`config.mk`:
```
export PLATFORM = sky130hd
export DESIGN_NAME = rom_tick_streamer_flat
export DESIGN_NICKNAME = d
export VERILOG_FILES = /design/src/rtl/rom_tick_streamer_pkg.sv /design/src/rtl/rom_tick_streamer_if.sv /design/src/rtl/rom_tick_streamer_fifo.sv /design/src/rtl/rom_tick_streamer.sv /design/src/flat_wrapper.sv
export SDC_FILE = /design/constraint.sdc
export NUM_CORES = 1
export LEC_CHECK = 0
export BUFFER_PORTS_ARGS = -buffer_cell sky130_fd_sc_hd__buf_2
export CAP_MARGIN = 20
export CORE_ASPECT_RATIO = 0.9
export CORE_UTILIZATION = 58
export CTS_BUF_LIST = sky130_fd_sc_hd__clkbuf_4
export DETAILED_ROUTE_END_ITERATION = 7
export PLACE_DENSITY = 0.83
export RECOVER_POWER = 50
export SLEW_MARGIN = 20
export SYNTH_ARGS = -nofsm -noshare
export SYNTH_HDL_FRONTEND = slang
export SYNTH_HIERARCHICAL = 1
export SYNTH_SLANG_ARGS = --single-unit
```
`constraint.sdc`:
```
create_clock -name clk -period 3.61 [get_ports clk]
set_clock_uncertainty 0.1 [all_clocks]
set_input_delay 0.361 -clock clk [delete_from_list [all_inputs] [get_ports clk]]
set_output_delay 0.361 -clock clk [all_outputs]
set_load 0.02 [all_outputs]
```
`src/rtl/rom_tick_streamer_pkg.sv`:
```
// Shared types and constants for the ROM tick streamer: controller states,
// output buffer depth and the buffered tick entry.
package rom_stream_pkg;

  localparam int BUF_DEPTH   = 2;
  localparam int TICK_DATA_W = 8;

  typedef enum logic [1:0] {
    IDLE  = 2'd0,
    RUN   = 2'd1,
    DRAIN = 2'd2
  } state_e;

  typedef struct packed {
    logic [TICK_DATA_W-1:0] data;
    logic                   last;
  } tick_entry_t;

endpackage

```
`src/rtl/rom_tick_streamer_if.sv`:
```
// Valid/ready price-tick stream between the ROM streamer (master) and the
// downstream strategy logic (slave).
interface rom_tick_streamer_if #(
  parameter int DATA_WIDTH = 8
) ();

  logic [DATA_WIDTH-1:0] tick_data;
  logic                  tick_valid;
  logic                  tick_ready;
  logic                  tick_last;

  modport master (
    output tick_data,
    output tick_valid,
    output tick_last,
    input  tick_ready
  );

  modport slave (
    input  tick_data,
    input  tick_valid,
    input  tick_last,
    output tick_ready
  );

endinterface

```
`src/rtl/rom_tick_streamer_fifo.sv`:
```
// Two-entry FIFO holding ROM words (with their last flag) until the
// downstream consumer accepts them. Head entry is presented directly.
module tick_skid_fifo
  import rom_stream_pkg::*;
(
  input  logic        clk,
  input  logic        rst,
  input  logic        flush_i,
  input  logic        push_i,
  input  logic        pop_i,
  input  tick_entry_t din_i,
  output tick_entry_t head_o,
  output logic [1:0]  count_o
);

  tick_entry_t mem_q [BUF_DEPTH];
  logic        rd_ptr_q;
  logic        wr_ptr_q;
  logic [1:0]  count_q;

  // Storage, pointers and occupancy; flush drops contents without touching data.
  always_ff @(posedge clk or posedge rst) begin
    if (rst) begin
      mem_q[0] <= '0;
      mem_q[1] <= '0;
      rd_ptr_q <= 1'b0;
      wr_ptr_q <= 1'b0;
      count_q  <= 2'd0;
    end else if (flush_i) begin
      rd_ptr_q <= 1'b0;
      wr_ptr_q <= 1'b0;
      count_q  <= 2'd0;
    end else begin
      if (push_i) begin
        mem_q[wr_ptr_q] <= din_i;
        wr_ptr_q        <= ~wr_ptr_q;
      end
      if (pop_i) begin
        rd_ptr_q <= ~rd_ptr_q;
      end
      count_q <= count_q + {1'b0, push_i} - {1'b0, pop_i};
    end
  end

  assign head_o  = mem_q[rd_ptr_q];
  assign count_o = count_q;

endmodule

```
`src/rtl/rom_tick_streamer.sv`:
```
// Walks ROM addresses 0..last_addr after a start pulse and streams each word
// as a price tick. A read is only issued when the 2-entry buffer is
// guaranteed room for it, so backpressure stalls the address instead of
// dropping data.
module rom_tick_streamer #(
  parameter int ADDRESS_WIDTH = 16,
  parameter int DATA_WIDTH    = 8,
  parameter int BUF_DEPTH     = 2
) (
  input  logic                     clk,
  input  logic                     rst,
  input  logic                     start,
  input  logic                     abort,
  input  logic                     loop_en,
  input  logic [ADDRESS_WIDTH-1:0] last_addr,
  output logic [ADDRESS_WIDTH-1:0] rom_addr,
  input  logic [DATA_WIDTH-1:0]    rom_dout,
  rom_tick_streamer_if.master      tick,
  output logic                     busy,
  output logic                     done
);

  import rom_stream_pkg::*;

  state_e                   state_q;
  logic [ADDRESS_WIDTH-1:0] rom_addr_q;
  logic [ADDRESS_WIDTH-1:0] last_q;
  logic                     loop_q;
  logic                     pend_q;
  logic                     pend_last_q;
  logic                     busy_q;
  logic                     done_q;

  logic [1:0]  count;
  tick_entry_t head;
  tick_entry_t din;
  logic        pop;
  logic        flush;
  logic [2:0]  fill;
  logic        issue;
  logic        issue_last;
  logic        drained;

  // Credit check: words already buffered or on the ROM output, minus the one
  // leaving now, must leave a free slot for the word issued this cycle.
  always_comb begin
    pop        = tick.tick_valid && tick.tick_ready;
    fill       = {1'b0, count} + {2'b00, pend_q} - {2'b00, pop};
    issue      = (state_q == RUN) && !abort && (fill < 3'(BUF_DEPTH));
    issue_last = (rom_addr_q == last_q);
    drained    = !pend_q && (fill == 3'd0);
    flush      = abort && (state_q != IDLE);
    din.data   = rom_dout;
    din.last   = pend_last_q;
  end

  tick_skid_fifo u_fifo (
    .clk     (clk),
    .rst     (rst),
    .flush_i (flush),
    .push_i  (pend_q),
    .pop_i   (pop),
    .din_i   (din),
    .head_o  (head),
    .count_o (count)
  );

  // Replay controller: address walk, pending-read tracking, busy/done.
  always_ff @(posedge clk or posedge rst) begin
    if (rst) begin
      state_q     <= IDLE;
      rom_addr_q  <= '0;
      last_q      <= '0;
      loop_q      <= 1'b0;
      pend_q      <= 1'b0;
      pend_last_q <= 1'b0;
      busy_q      <= 1'b0;
      done_q      <= 1'b0;
    end else begin
      done_q      <= 1'b0;
      pend_q      <= issue;
      pend_last_q <= issue && issue_last;
      case (state_q)
        IDLE: begin
          if (start && !abort) begin
            last_q     <= last_addr;
            loop_q     <= loop_en;
            rom_addr_q <= '0;
            busy_q     <= 1'b1;
            state_q    <= RUN;
          end
        end
        RUN: begin
          if (abort) begin
            busy_q  <= 1'b0;
            state_q <= IDLE;
          end else if (issue) begin
            if (!issue_last) begin
              rom_addr_q <= rom_addr_q + ADDRESS_WIDTH'(1);
            end else if (loop_q) begin
              rom_addr_q <= '0;
            end else begin
              state_q <= DRAIN;
            end
          end
        end
        DRAIN: begin
          if (abort) begin
            busy_q  <= 1'b0;
            state_q <= IDLE;
          end else if (drained) begin
            done_q  <= 1'b1;
            busy_q  <= 1'b0;
            state_q <= IDLE;
          end
        end
        default: begin
          busy_q  <= 1'b0;
          state_q <= IDLE;
        end
      endcase
    end
  end

  assign rom_addr        = rom_addr_q;
  assign busy            = busy_q;
  assign done            = done_q;
  assign tick.tick_valid = (count != 2'd0);
  assign tick.tick_data  = head.data;
  assign tick.tick_last  = head.last;

endmodule

```
`src/flat_wrapper.sv`:
```
// flat-port wrapper written by rule: the top's interface ports become plain ports
module rom_tick_streamer_flat import rom_stream_pkg::*;
#(
  parameter int ADDRESS_WIDTH = 16,
  parameter int DATA_WIDTH    = 8,
  parameter int BUF_DEPTH     = 2
)
  (clk, rst, start, abort, loop_en, last_addr, rom_addr, rom_dout, busy, done, tick_tick_data, tick_tick_valid, tick_tick_last, tick_tick_ready);
  rom_tick_streamer_if #(.DATA_WIDTH(DATA_WIDTH)) tick_i ();
  input  logic clk;
  input  logic rst;
  input  logic start;
  input  logic abort;
  input  logic loop_en;
  input  logic [ADDRESS_WIDTH-1:0] last_addr;
  output logic [ADDRESS_WIDTH-1:0] rom_addr;
  input  logic [DATA_WIDTH-1:0] rom_dout;
  output logic busy;
  output logic done;
  output wire logic [$bits(tick_i.tick_data)-1:0] tick_tick_data;
  output wire logic [$bits(tick_i.tick_valid)-1:0] tick_tick_valid;
  output wire logic [$bits(tick_i.tick_last)-1:0] tick_tick_last;
  input wire logic [$bits(tick_i.tick_ready)-1:0] tick_tick_ready;
  assign tick_tick_data = tick_i.tick_data;
  assign tick_tick_valid = tick_i.tick_valid;
  assign tick_tick_last = tick_i.tick_last;
  assign tick_i.tick_ready = tick_tick_ready;
  rom_tick_streamer #(.ADDRESS_WIDTH(ADDRESS_WIDTH), .DATA_WIDTH(DATA_WIDTH), .BUF_DEPTH(BUF_DEPTH)) u_core (.clk(clk), .rst(rst), .start(start), .abort(abort), .loop_en(loop_en), .last_addr(last_addr), .rom_addr(rom_addr), .rom_dout(rom_dout), .tick(tick_i), .busy(busy), .done(done));
endmodule
```
==> out/metrics.yaml <==
worst_setup_path:
  worst_r2r_path_depth: 12
  r2r-end: "u_core/rom_addr[8]"
  critical_path.startpoint: "u_core/u_fifo/count_o[1]"
  ordered_cell_list_for_the_critical_path: "or2_2, and2_0, ha_1, inv_1, ha_1, inv_1, fa_1, xnor2_1, nand2_1, nor3b_2, o22a_2, o221ai_1"
  critPathMaxFanout: 16
  regToRegStartpoint: "u_core/u_fifo/count_o[1]"
  cp-endpoint: "u_core/rom_addr[8]"
  worstPathArrival_ns: 3.38
  slowest_delay_ns: 0.46
  crit_path_leading_delay_family: "simple AND/OR/NAND/NOR gates"
  worstSetupPathDepth: 12
  end_kind: "flip-flop"
  startpoint_type_of_the_worst_setup_path: "flip-flop"
  required_ns: 3.75
  worst_path_max_delay_cell: "o22a_2"
  setup.worst_path.class: "flip-flop to flip-flop"
  count_of_buffering_cells_on_the_critical_path_with_inverters_included: 2
  reg2reg_setup_slack_ns: 0.37
timing:
  timing.max_slew.rel_slack_pct: -41.6
  finalCritPeriodShare_pct: 89.8
  fmax_achieved_mhz: 308
  max_slew.worst_pin.slew_ns: 2.12
  finalWorstPathRequiredPeriod_ns: 3.24
  grt_setup_unrepaired: "no"
  fin_tns_setup_ns: 0
  slew_violations: 40
  hold_ws_ns: 0.0968
  timing_hold_violations_final: 0
  finalSetupViolations: 0
logic_synthesis:
  synth_nets: 310
  ys_types: 46
  synth_async_sr_flop_share_pct: 100
  synth_largest_type_area_fraction_pct: 47.8
  ranking_of_synthesized_cells_by_area: "dfrtp_1 (48%), mux2_2 (16%), xor2_1 (4.4%)"
  synth.yosys.seq_area_share_pct: 47.8
  synth_enable_flop_cells: 0
  main_flop_type_after_synthesis: "dfrtp_1"
  syn-mean-instance-area_um2: 11.7
  yosys_register_bits: 61
  synthesis.instances: 274
  mappedNetlistArea_mm2: 0.00319
  synth_top_cell_by_area: "dfrtp_1"
  synthesis.yosys.warnings: 6
route:
  drt_pre_antenna_iters: 4
  wirelength_mm: 6.95
  num_vias: 2421
  drcViolationCount: 0
  drt.antenna.violating_nets: 0
  drt-wirelength-per-cell_um: 17.0
  avgViaCountPerCell: 5.92
  first_iter_violations: 176
place:
  dpl.cell_count: 392
  gp_routability_congestion: 0.833
  dp_hpwl_mm: 4.84
  io_buffers: 57
floorplan:
  boundaryPins: 58
  die_height_um: 72.4
  fp-row-count: 25
  initial_utilization_pct: 60.4
  chipWidth_um: 80.2
  floorplan.die_area_mm2: 0.00581
  core_mm2: 0.00529
global_route:
  grt_overflow_total: 0
  global_route.usage.total_pct: 26.4
  grt_antenna_before_repair: 0
  via_count_of_the_first_global_routing_pass: 2369
  grt_start_max_net_pins: 40
  wire_length_of_the_first_global_routing_pass_mm: 11.4
clock_tree:
  postCtsResizedCells: 0
  cts_post_setup_buffers_inserted: 0
  clk_latency_ns: 0.39
  cts.sink_count: 61
  cts_htree_levels: 3
  cts.root.buffer_cell: "clkbuf_4"
  worst_setup_hold_path_clk_slew_ns: 0.10
  tritoncts: "yes"
  ctsLongestPathBuffers: 2
  cts_inserted_buffers: 9
flow_run:
  timing.max_cap.violations: 1
layout:
  layout-area-overhead-vs-synth_pct: 14.3
  finish.cell_count_without_fillers: 409
  layout-drive-gt1-share_pct: 34.8
  antenna_cells: 0
  most-common-layout-cells: "dfrtp_1 (61), buf_2 (45), mux2_2 (44)"
  layout_commonest_cell: "dfrtp_1"
  layout.nets: 373
outcome:
  failed_checks: "max-capacitance violations, max-slew violations"
  run_status: "complete, but fails checks"
pwr:
  cellLeakagePower_uw: 0.00171
  vdd_drop_max_uv: 433
  powerDensity_mw_per_mm2: 755
hold_path:
  hold_path_class: "input pin to flip-flop"
## worst min path at each step
stage	from	to	cells after the start
floorplan	rst	u_core/u_fifo/count_o[0]	1
global placement	u_core/u_fifo/mem_q[1]	u_core/u_fifo/mem_q[1]	1
detailed placement	u_core/u_fifo/mem_q[8]	u_core/u_fifo/mem_q[8]	1
CTS	last_addr[13]	u_core/last_q[13]	2
global route	last_addr[11]	u_core/last_q[11]	2
finish	last_addr[7]	u_core/last_q[7]	2
## report_power, final
part           internal (uW)  switching [uW]  leakage (uW)
combinational            509             609      0.000888
clock                    200             249     0.0000635
sequential               908             281      0.000759
## synthesized netlist by cell type, types with 2 or more instances
master     number
dfrtp_1        61
mux2_2         44
inv_1          24
xor2_1         16
nand3_1        12
nor2_1         12
nand2_1        11
nand4_1        11
clkbuf_1        6
o221ai_1        6
ha_1            5
o221ai_2        5
nor3_1          4
nor4_1          4
buf_6           3
nand4b_1        3
o21ai_0         3
or3_1           3
xnor2_1         3
a21oi_1         2
a31oi_1         2
and2_1          2
and3_1          2
and4_1          2
buf_2           2
nand2b_1        2
nor2b_1         2
nor3b_2         2
o2111ai_1       2
o211ai_2        2
## registers in the layout, indices dropped and copies added (netlist names)
signal                  flops
u_core/state_q              2
u_core/last_q              16
u_core/u_fifo/mem_q        18
u_core/loop_q               1
u_core/done                 1
u_core/rom_addr            16
u_core/pend_q               1
u_core/u_fifo/count_o       2
u_core/busy                 1
u_core/u_fifo/rd_ptr_q      1
u_core/u_fifo/wr_ptr_q      1
u_core/pend_last_q          1
## timing repair
item,in CTS,in global routing
endpoints found under the setup margin,0,0
hold endpoints to repair,33,0
hold buffers,1,0
## cells by family after synthesis
kind of cell | Yosys count | synth area share [%]
buffers and inverters | 35 | 4.90
adders and majority gates | 6 | 2.59
DFF | 61 | 47.8
and+or+nand+nor | 78 | 14.6
muxes | 45 | 15.8
AOI/OAI and AO/OA | 29 | 8.39
xor gates and xnor gates | 20 | 5.92
## area by class of cell
class                           instances  area [um2]
Inverter                               24        90.1
Multi-Input combinational cell        178        1510
Sequential cell                        61        1530
Timing Repair Buffer                   63         314
Clock inverter                          7        56.3
Clock buffer                            9        67.6
Tap cell                               67        83.8
Fill cell                             384        1640
## metrics by stage
step,utilization [%],setup WS (ns),instance area [um2],total power [uW]
floorplan,-,0.482,3190,1990
global placement,66.8,0.589,3530,2260
detailed placement,66.8,0.483,3530,2320
CTS,69.4,0.398,3670,2780
global route,69.0,0.168,3650,2930
finish,69.0,0.367,3650,2760
## routing by layer
| metal | wire length (um) | global-route usage (%) | up-vias | share of wire, % |
|---|---|---|---|---|
| li1 | - | - | 1123 | - |
| met1 | 3030 | 35.6 | 1186 | 44 |
| met4 | 189 | 9.52 | 0 | 2.7 |
| met3 | 413 | 7.04 | 21 | 5.9 |
| met2 | 3320 | 41.6 | 91 | 48 |
| met5 | 0 | 0 | - | 0 |
(Power assumes the default switching activity.)
